## src/rtl/regfile_sb.sv

```systemverilog
// Multi-port register file with pending-write scoreboard; r0 reads zero and is never busy.
// Optional write-to-read forwarding when REGFILE_SB_BYPASS_EN is defined.
module regfile_sb #(
  parameter int unsigned DATA_W = 16,
  parameter int unsigned ADDR_W = 3,
  parameter int unsigned NUM_RD = 4,
  parameter int unsigned NUM_WR = 2
) (
  input  logic                     clock,
  input  logic                     reset,
  input  logic [NUM_RD*ADDR_W-1:0] rd_addr,
  output logic [NUM_RD*DATA_W-1:0] rd_data,
  output logic [NUM_RD-1:0]        rd_busy,
  input  logic [NUM_WR-1:0]        wr_en,
  input  logic [NUM_WR*ADDR_W-1:0] wr_addr,
  input  logic [NUM_WR*DATA_W-1:0] wr_data,
  input  logic [NUM_WR-1:0]        iss_en,
  input  logic [NUM_WR*ADDR_W-1:0] iss_addr
);

  localparam int unsigned NREG = 2 ** ADDR_W;

  logic [DATA_W-1:0] r_regs [NREG];
  logic [NREG-1:0]   r_busy;

  // Later non-blocking assignments override earlier ones: higher write port wins,
  // and the set loop follows the clear loop so issue beats writeback.
  always_ff @(posedge clock) begin
    if (reset) begin
      for (int unsigned i = 0; i < NREG; i++) r_regs[i] <= '0;
      r_busy <= '0;
    end else begin
      for (int unsigned j = 0; j < NUM_WR; j++) begin
        if (wr_en[j] && (wr_addr[j*ADDR_W +: ADDR_W] != '0)) begin
          r_regs[wr_addr[j*ADDR_W +: ADDR_W]] <= wr_data[j*DATA_W +: DATA_W];
          r_busy[wr_addr[j*ADDR_W +: ADDR_W]] <= 1'b0;
        end
      end
      for (int unsigned j = 0; j < NUM_WR; j++) begin
        if (iss_en[j] && (iss_addr[j*ADDR_W +: ADDR_W] != '0))
          r_busy[iss_addr[j*ADDR_W +: ADDR_W]] <= 1'b1;
      end
    end
  end

  always_comb begin
    rd_data = '0;
    rd_busy = '0;
    for (int unsigned k = 0; k < NUM_RD; k++) begin
      if (rd_addr[k*ADDR_W +: ADDR_W] != '0) begin
        rd_data[k*DATA_W +: DATA_W] = r_regs[rd_addr[k*ADDR_W +: ADDR_W]];
        rd_busy[k]                  = r_busy[rd_addr[k*ADDR_W +: ADDR_W]];
`ifdef REGFILE_SB_BYPASS_EN
        for (int unsigned j = 0; j < NUM_WR; j++) begin
          if (wr_en[j] && (wr_addr[j*ADDR_W +: ADDR_W] == rd_addr[k*ADDR_W +: ADDR_W])) begin
            rd_data[k*DATA_W +: DATA_W] = wr_data[j*DATA_W +: DATA_W];
            rd_busy[k]                  = 1'b0;
          end
        end
`endif
      end
    end
  end

endmodule

```

## config.mk

```make
export PLATFORM = sky130hd
export DESIGN_NAME = regfile_sb
export DESIGN_NICKNAME = d
export VERILOG_FILES = /design/src/rtl/regfile_sb.sv
export SDC_FILE = /design/constraint.sdc
export NUM_CORES = 1
export LEC_CHECK = 0
export ABC_CLOCK_PERIOD_IN_PS = 5800
export CAP_MARGIN = 20
export CORE_MARGIN = 4
export CORE_UTILIZATION = 50
export CTS_BUF_LIST = sky130_fd_sc_hd__clkbuf_8
export CTS_CLUSTER_DIAMETER = 30
export DETAILED_ROUTE_END_ITERATION = 6
export PLACE_DENSITY = 0.74
export SLEW_MARGIN = 0
export SYNTH_ARGS = -nofsm -noshare
export SYNTH_HDL_FRONTEND = slang
export SYNTH_SLANG_ARGS = --single-unit
```

## constraint.sdc

```tcl
create_clock -name clock -period 5.8 [get_ports clock]
set_clock_uncertainty 0.1 [all_clocks]
set_input_delay 1.16 -clock clock [delete_from_list [all_inputs] [get_ports clock]]
set_output_delay 1.16 -clock clock [all_outputs]
set_load 0.03 [all_outputs]
```

==> results of run 1 <==
-- layout make-up --
type | instances | area share [%]
Multi-Input combinational cell | 550 | 46.6
Inverter | 2 | 0.0690
Clock buffer | 17 | 2.15
Tap cell | 229 | 2.63
Timing Repair Buffer | 170 | 14.8
Sequential cell | 119 | 32.2
Clock inverter | 15 | 1.48
-- cell families after synthesis --
group                  after synthesis  share of synthesized area (%)
flip-flops                         119                           38.6
multiplexers                       204                           23.4
AND/OR/NAND/NOR                     66                           5.39
buffers and inverters               89                           5.55
AO/OA/AOI/OAI                      280                           27.1
-- critical path: cells and delay by family --
family | cells | cell delay (ns)
compound gates | 1 | 0.74
buf+inv | 3 | 1.50
simple gates | 1 | 0.52
-- routing by layer --
metal / vias to the layer above / track usage (%) / share of wire (%)
li1: 3447 / - / -
met1: 4073 / 49.1 / 42
met2: 665 / 47.5 / 43
met3: 55 / 8.31 / 14
met4: 0 / 6.90 / 1.4
met5: - / 0 / 0
-- stage by stage --
stage / total power [µW] / hold WS (ns)
after floorplan: 1540 / 0.377
after global placement: 1850 / 0.462
after detailed placement: 1870 / 0.471
final: 2620 / 0.495
after CTS: 2600 / 0.480
after global routing: 2690 / 0.498
-- worst paths after layout --
check | from | end
max | rd_addr[7] | rd_data[46]
min | r_busy[2]$_SDFF_PP0_ | r_busy[2]$_SDFF_PP0_
max reg2reg | r_busy[7]$_SDFF_PP0_ | r_busy[7]$_SDFF_PP0_
min reg2reg | r_busy[2]$_SDFF_PP0_ | r_busy[2]$_SDFF_PP0_
-- power by group --
part           switching (µW)  internal (µW)  total [µW]
registers                 118           1020        1140
logic                     422            320         742
clock network             325            417         742
-- synth_stat cells (6+ instances only) --
| cell | count | area (µm²) |
|---|---|---|
| a21oi_1 | 13 | 65.1 |
| a221oi_1 | 126 | 1100 |
| a22o_1 | 86 | 753 |
| a22o_2 | 26 | 260 |
| a22oi_1 | 7 | 52.6 |
| buf_1 | 6 | 22.5 |
| buf_2 | 33 | 165 |
| buf_4 | 20 | 150 |
| buf_6 | 7 | 78.8 |
| clkbuf_1 | 20 | 75.1 |
| dfxtp_1 | 7 | 140 |
| edfxtp_1 | 112 | 3360 |
| mux2_2 | 63 | 709 |
| mux2i_1 | 141 | 1410 |
| nand4b_1 | 6 | 52.6 |
| nor2b_1 | 15 | 93.8 |
-- state kept, by name, summed over array words and instances, names as in the netlist --
name / flops
r_regs: 112
r_busy: 7
==> flow_summary.json, run 1 <==
{
  "setup_viol": 0,
  "postCtsHoldBufs": 0,
  "fin_crit_ns": 5.19,
  "period_share_pct": 89.4,
  "grt_remaining_overflow": 0,
  "crit_slowest_cell": "clkdlybuf4s50_1",
  "nFillCells": 1470,
  "root_buffer": "clkbuf_8",
  "antenna_left": 0,
  "dp_hpwl_um": 24000,
  "path_max_fanout": 19,
  "routed_wl_um": 34000,
  "die_h_um": 143,
  "die_x_um": 143,
  "setup-tns-final_ns": 0,
  "fp-row-count": 49,
  "worstSetupEndpointType": "output port",
  "slew-limit-headroom_pct": 27.8,
  "fmax_mhz": 193,
  "design_area_mm2": 0.0109,
  "arrival_ns": 3.93,
  "ys_seq_area_share_pct": 38.6,
  "fin_util_pct": 60.7,
  "worstPathCellList": "clkdlybuf4s50_1 -> buf_4 -> and2_1 -> a221oi_1 -> clkdlybuf4s50_1",
  "drt_iter0_drc": 1250,
  "layout_common_cells": "mux2i_1, a221oi_1, clkdlybuf4s50_1, edfxtp_1, a22o_1",
  "syn_nets": 820,
  "leakagePower_uw": 0.00400,
  "clock_latency_ns": 0.43,
  "path_common_cell": "clkdlybuf4s50_1",
  "cts.path.max_buffers": 2,
  "drive_gt1_share_pct": 20.7,
  "hp-class": "reg2reg",
  "portBuffers": 129,
  "post_cts_resized": 0,
  "synthArstFlopShare_pct": 0,
  "drv_slew": 0,
  "critPathLaunchType": "primary input",
  "nets": 922,
  "grt_antenna_before_repair": 0,
  "worst_pin_slew_ns": 1.08,
  "final_cells": 1102,
  "cts_max_level": 4,
  "final_common_cell": "mux2i_1",
  "synth-main-ff-cell": "edfxtp_1",
  "cts_tree": "built",
  "pre_cts_ws_ns": 0.758,
  "firstDrtPassIters": 6,
  "critPathMaxStageDelay_ns": 0.80,
  "place.gp.congestion": 0.998,
  "avgSynthCellArea_um2": 12.0,
  "clock-sinks": 119,
  "core_mm2": 0.0179,
  "regArea_mm2": 0.00350,
  "wl_per_cell_um": 30.9,
  "reg2reg_depth": 2,
  "crit_type": "in2out",
  "multi_input_comb_area_mm2": 0.00507,
  "ys_seq_elements": 119,
  "grt_max_degree": 28,
  "syn_area_mm2": 0.00908,
  "ios": 130,
  "drc_errors": 0,
  "die-area_mm2": 0.0204,
  "yosysWarnings": 0,
  "synthCells": 758,
  "first_global_vias": 7689,
  "fin_ws_ns": 0.614,
  "ff2ff_setup_slack_ns": 4.80,
  "cap_violations": 0,
  "diodes": 0,
  "post_synth_num_cell_types": 45,
  "vias": 8240,
  "rsz0062_at_grt": "false",
  "status": "finished clean",
  "initial_core_util_pct": 50.7,
  "grt_usage_pct": 32.6,
  "p_per_area_mw_per_mm2": 241,
  "required_ns": 4.54,
  "place_inst": 1069,
  "cts_buffers": 17,
  "syn_to_final_growth_pct": 19.8,
  "dpl_cell_area_mm2": 0.0105,
  "grt_pass1_wl_um": 49700,
  "drt-vias-per-instance": 7.48,
  "synth_edf_count": 112,
  "cts_setup_buffers": 0,
  "clk_pin_slew_ns": 0.07,
  "finalHoldViolations": 0,
  "peakVddDrop_mv": 0.192,
  "hold_depth": 2
}
(Power assumes the default switching activity.)
==> run 2, diff against run 1 <==
--- a/config.mk
+++ b/config.mk
@@ -13,6 +13,7 @@
 export CTS_CLUSTER_DIAMETER = 30
 export DETAILED_ROUTE_END_ITERATION = 6
 export PLACE_DENSITY = 0.74
+export SETUP_SLACK_MARGIN = 0.4
 export SLEW_MARGIN = 0
 export SYNTH_ARGS = -nofsm -noshare
 export SYNTH_HDL_FRONTEND = slang
==> results of run 2 <==
Same layout as run 1: the final DEF is identical, and so are final timing and power.
==> run 3, diff against run 2 <==
--- a/config.mk
+++ b/config.mk
@@ -8,11 +8,10 @@
 export ABC_CLOCK_PERIOD_IN_PS = 5800
 export CAP_MARGIN = 20
 export CORE_MARGIN = 4
-export CORE_UTILIZATION = 50
+export CORE_UTILIZATION = 40
 export CTS_BUF_LIST = sky130_fd_sc_hd__clkbuf_8
 export CTS_CLUSTER_DIAMETER = 30
 export DETAILED_ROUTE_END_ITERATION = 6
-export PLACE_DENSITY = 0.74
 export SETUP_SLACK_MARGIN = 0.4
 export SLEW_MARGIN = 0
 export SYNTH_ARGS = -nofsm -noshare
==> run 3 against run 2 <==
Net effect: final area is 0.64% higher; critical path type unchanged; setup slack improved by 0.045 ns; sequential share of layout area is 0.21 points lower; combinational power fell by 0.8%; power increased by 3.1%; register-to-register slack better by 0.03 ns; largest power group unchanged; critical endpoint is now rd_data[13]; highest routed layer unchanged; core utilization down 11 points.
==> flow_summary.json, run 3 (synthesized netlist as in run 1, its figures left out) <==
{
  "initial_core_util_pct": 41.1,
  "required_ns": 4.54,
  "vias": 8078,
  "crit_type": "in2out",
  "status": "finished clean",
  "final_cells": 1146,
  "worst_pin_slew_ns": 1.08,
  "seq_power_share_pct": 42.1,
  "root_buffer": "clkbuf_8",
  "leakagePower_uw": 0.00399,
  "p_sw_share_pct": 31.9,
  "path_max_fanout": 15,
  "place.gp.congestion": 0.986,
  "firstDrtPassIters": 5,
  "cts_buffers": 17,
  "critPathLaunchType": "primary input",
  "crit_slowest_cell": "clkdlybuf4s50_1",
  "clock-sinks": 119,
  "cts_tree": "built",
  "p_comb_share_pct": 27.3,
  "path_buf_inv": 3,
  "grt_antenna_before_repair": 0,
  "place_inst": 1115,
  "path_delay_family": "buffers and inverters",
  "die_h_um": 159,
  "p_per_area_mw_per_mm2": 247,
  "core_mm2": 0.0221,
  "cts.path.max_buffers": 2,
  "critPathMaxStageDelay_ns": 1.00,
  "finalHoldViolations": 0,
  "clk_pin_slew_ns": 0.07,
  "cts_max_level": 4,
  "post_cts_resized": 0,
  "slew-limit-headroom_pct": 27.8,
  "ios": 130,
  "regArea_mm2": 0.00350,
  "die_x_um": 159,
  "largest_registers": "r_regs: 112 flops, r_busy: 7 flops",
  "largest_reg_flops": 112,
  "drt_iter0_drc": 1146,
  "setup_viol": 0,
  "p_clk_share_pct": 30.6,
  "peakVddDrop_mv": 0.187,
  "drc_errors": 0,
  "grt_pass1_wl_um": 50200,
  "clock_latency_ns": 0.42,
  "die-area_mm2": 0.0252,
  "hp-class": "reg2reg",
  "final_common_cell": "mux2i_1",
  "arrival_ns": 3.88,
  "dp_hpwl_um": 24700,
  "drive_gt1_share_pct": 20.3,
  "worstPathCellList": "clkdlybuf4s50_1 -> nor2b_1 -> buf_4 -> a221oi_1 -> a221oi_1 -> clkdlybuf4s50_1",
  "cts_setup_buffers": 0,
  "switchingPower_uw": 861,
  "portBuffers": 129,
  "postCtsHoldBufs": 0,
  "multi_input_comb_area_mm2": 0.00507,
  "layout_common_cells": "mux2i_1, a221oi_1, clkdlybuf4s50_1, edfxtp_1, a22o_1",
  "fmax_mhz": 195,
  "syn_to_final_growth_pct": 20.6,
  "diodes": 0,
  "fp-row-count": 54,
  "antenna_left": 0,
  "nFillCells": 1966,
  "grt_usage_pct": 26.9,
  "routed_wl_um": 34800,
  "grt_remaining_overflow": 0,
  "period_share_pct": 88.6,
  "rsz0062_at_grt": "false",
  "grt_max_degree": 48,
  "first_global_vias": 7703,
  "nets": 916,
  "intPower_uw": 1840,
  "setup-tns-final_ns": 0,
  "drt-vias-per-instance": 7.05,
  "cap_violations": 0,
  "drv_slew": 0,
  "fin_crit_ns": 5.14,
  "top_register": "r_regs",
  "wl_per_cell_um": 30.4,
  "worstSetupEndpointType": "output port"
}
-- run 3: cell types whose count changed in the layout (fill, tap and decap cells not counted), sizes merged --
| cell | change |
|---|---|
| buf | -6 |
| clkinvlp | +1 |
| clkinv | -4 |
| bufinv | +2 |
-- run 3: layout make-up --
type	count	area share (%)
clock inverters	14	1.90
clock buffers	17	2.14
repair buffers	164	14.4
inverters	2	0.0686
well taps	280	3.20
flip-flops and latches	119	32.0
multi-input cells	550	46.3
-- run 3: metal layers --
layer,routed length [µm],up-vias,global-route usage [%]
met5,0,-,0
met4,682,0,6.99
met3,3960,55,6.25
met2,14700,539,38.4
met1,15400,4042,40.8
li1,-,3442,-
-- run 3: final timing paths --
path              slack (ns)                   end  depth (start not counted)                 start
setup / recovery        0.66           rd_data[13]                          6            rd_addr[1]
hold reg to reg         0.51  r_busy[2]$_SDFF_PP0_                          2  r_busy[2]$_SDFF_PP0_
hold / removal          0.51  r_busy[2]$_SDFF_PP0_                          2  r_busy[2]$_SDFF_PP0_
setup reg to reg        4.83  r_busy[7]$_SDFF_PP0_                          2  r_busy[7]$_SDFF_PP0_
-- run 3: power by group through the flow --
stage / Combinational [µW] / Sequential [µW] / Clock (µW)
after floorplan: 456 / 1080 / 0
after global placement: 719 / 1140 / 0
after detailed placement: 730 / 1140 / 0
after CTS: 732 / 1130 / 837
after global routing: 773 / 1140 / 877
final: 736 / 1140 / 827
-- run 3: per-stage QoR --
step	util (%)	cell area (µm²)	hold WS (ns)	worst slack (ns)	power, µW
6_report	49.5	10900	0.510	0.659	2700
5_1_grt	49.5	10900	0.544	0.538	2790
3_3_place_gp	47.5	10500	0.478	0.685	1860
3_5_place_dp	47.5	10500	0.493	0.668	1870
2_1_floorplan	-	9080	0.377	1.84	1540
4_1_cts	49.5	10900	0.503	0.658	2690
-- run 3: worst reg2reg max path: stages, from the launching register on --
cell and delay [ns]:
dfxtp_1 0.49, nand3_1 0.12, a31oi_1 0.17
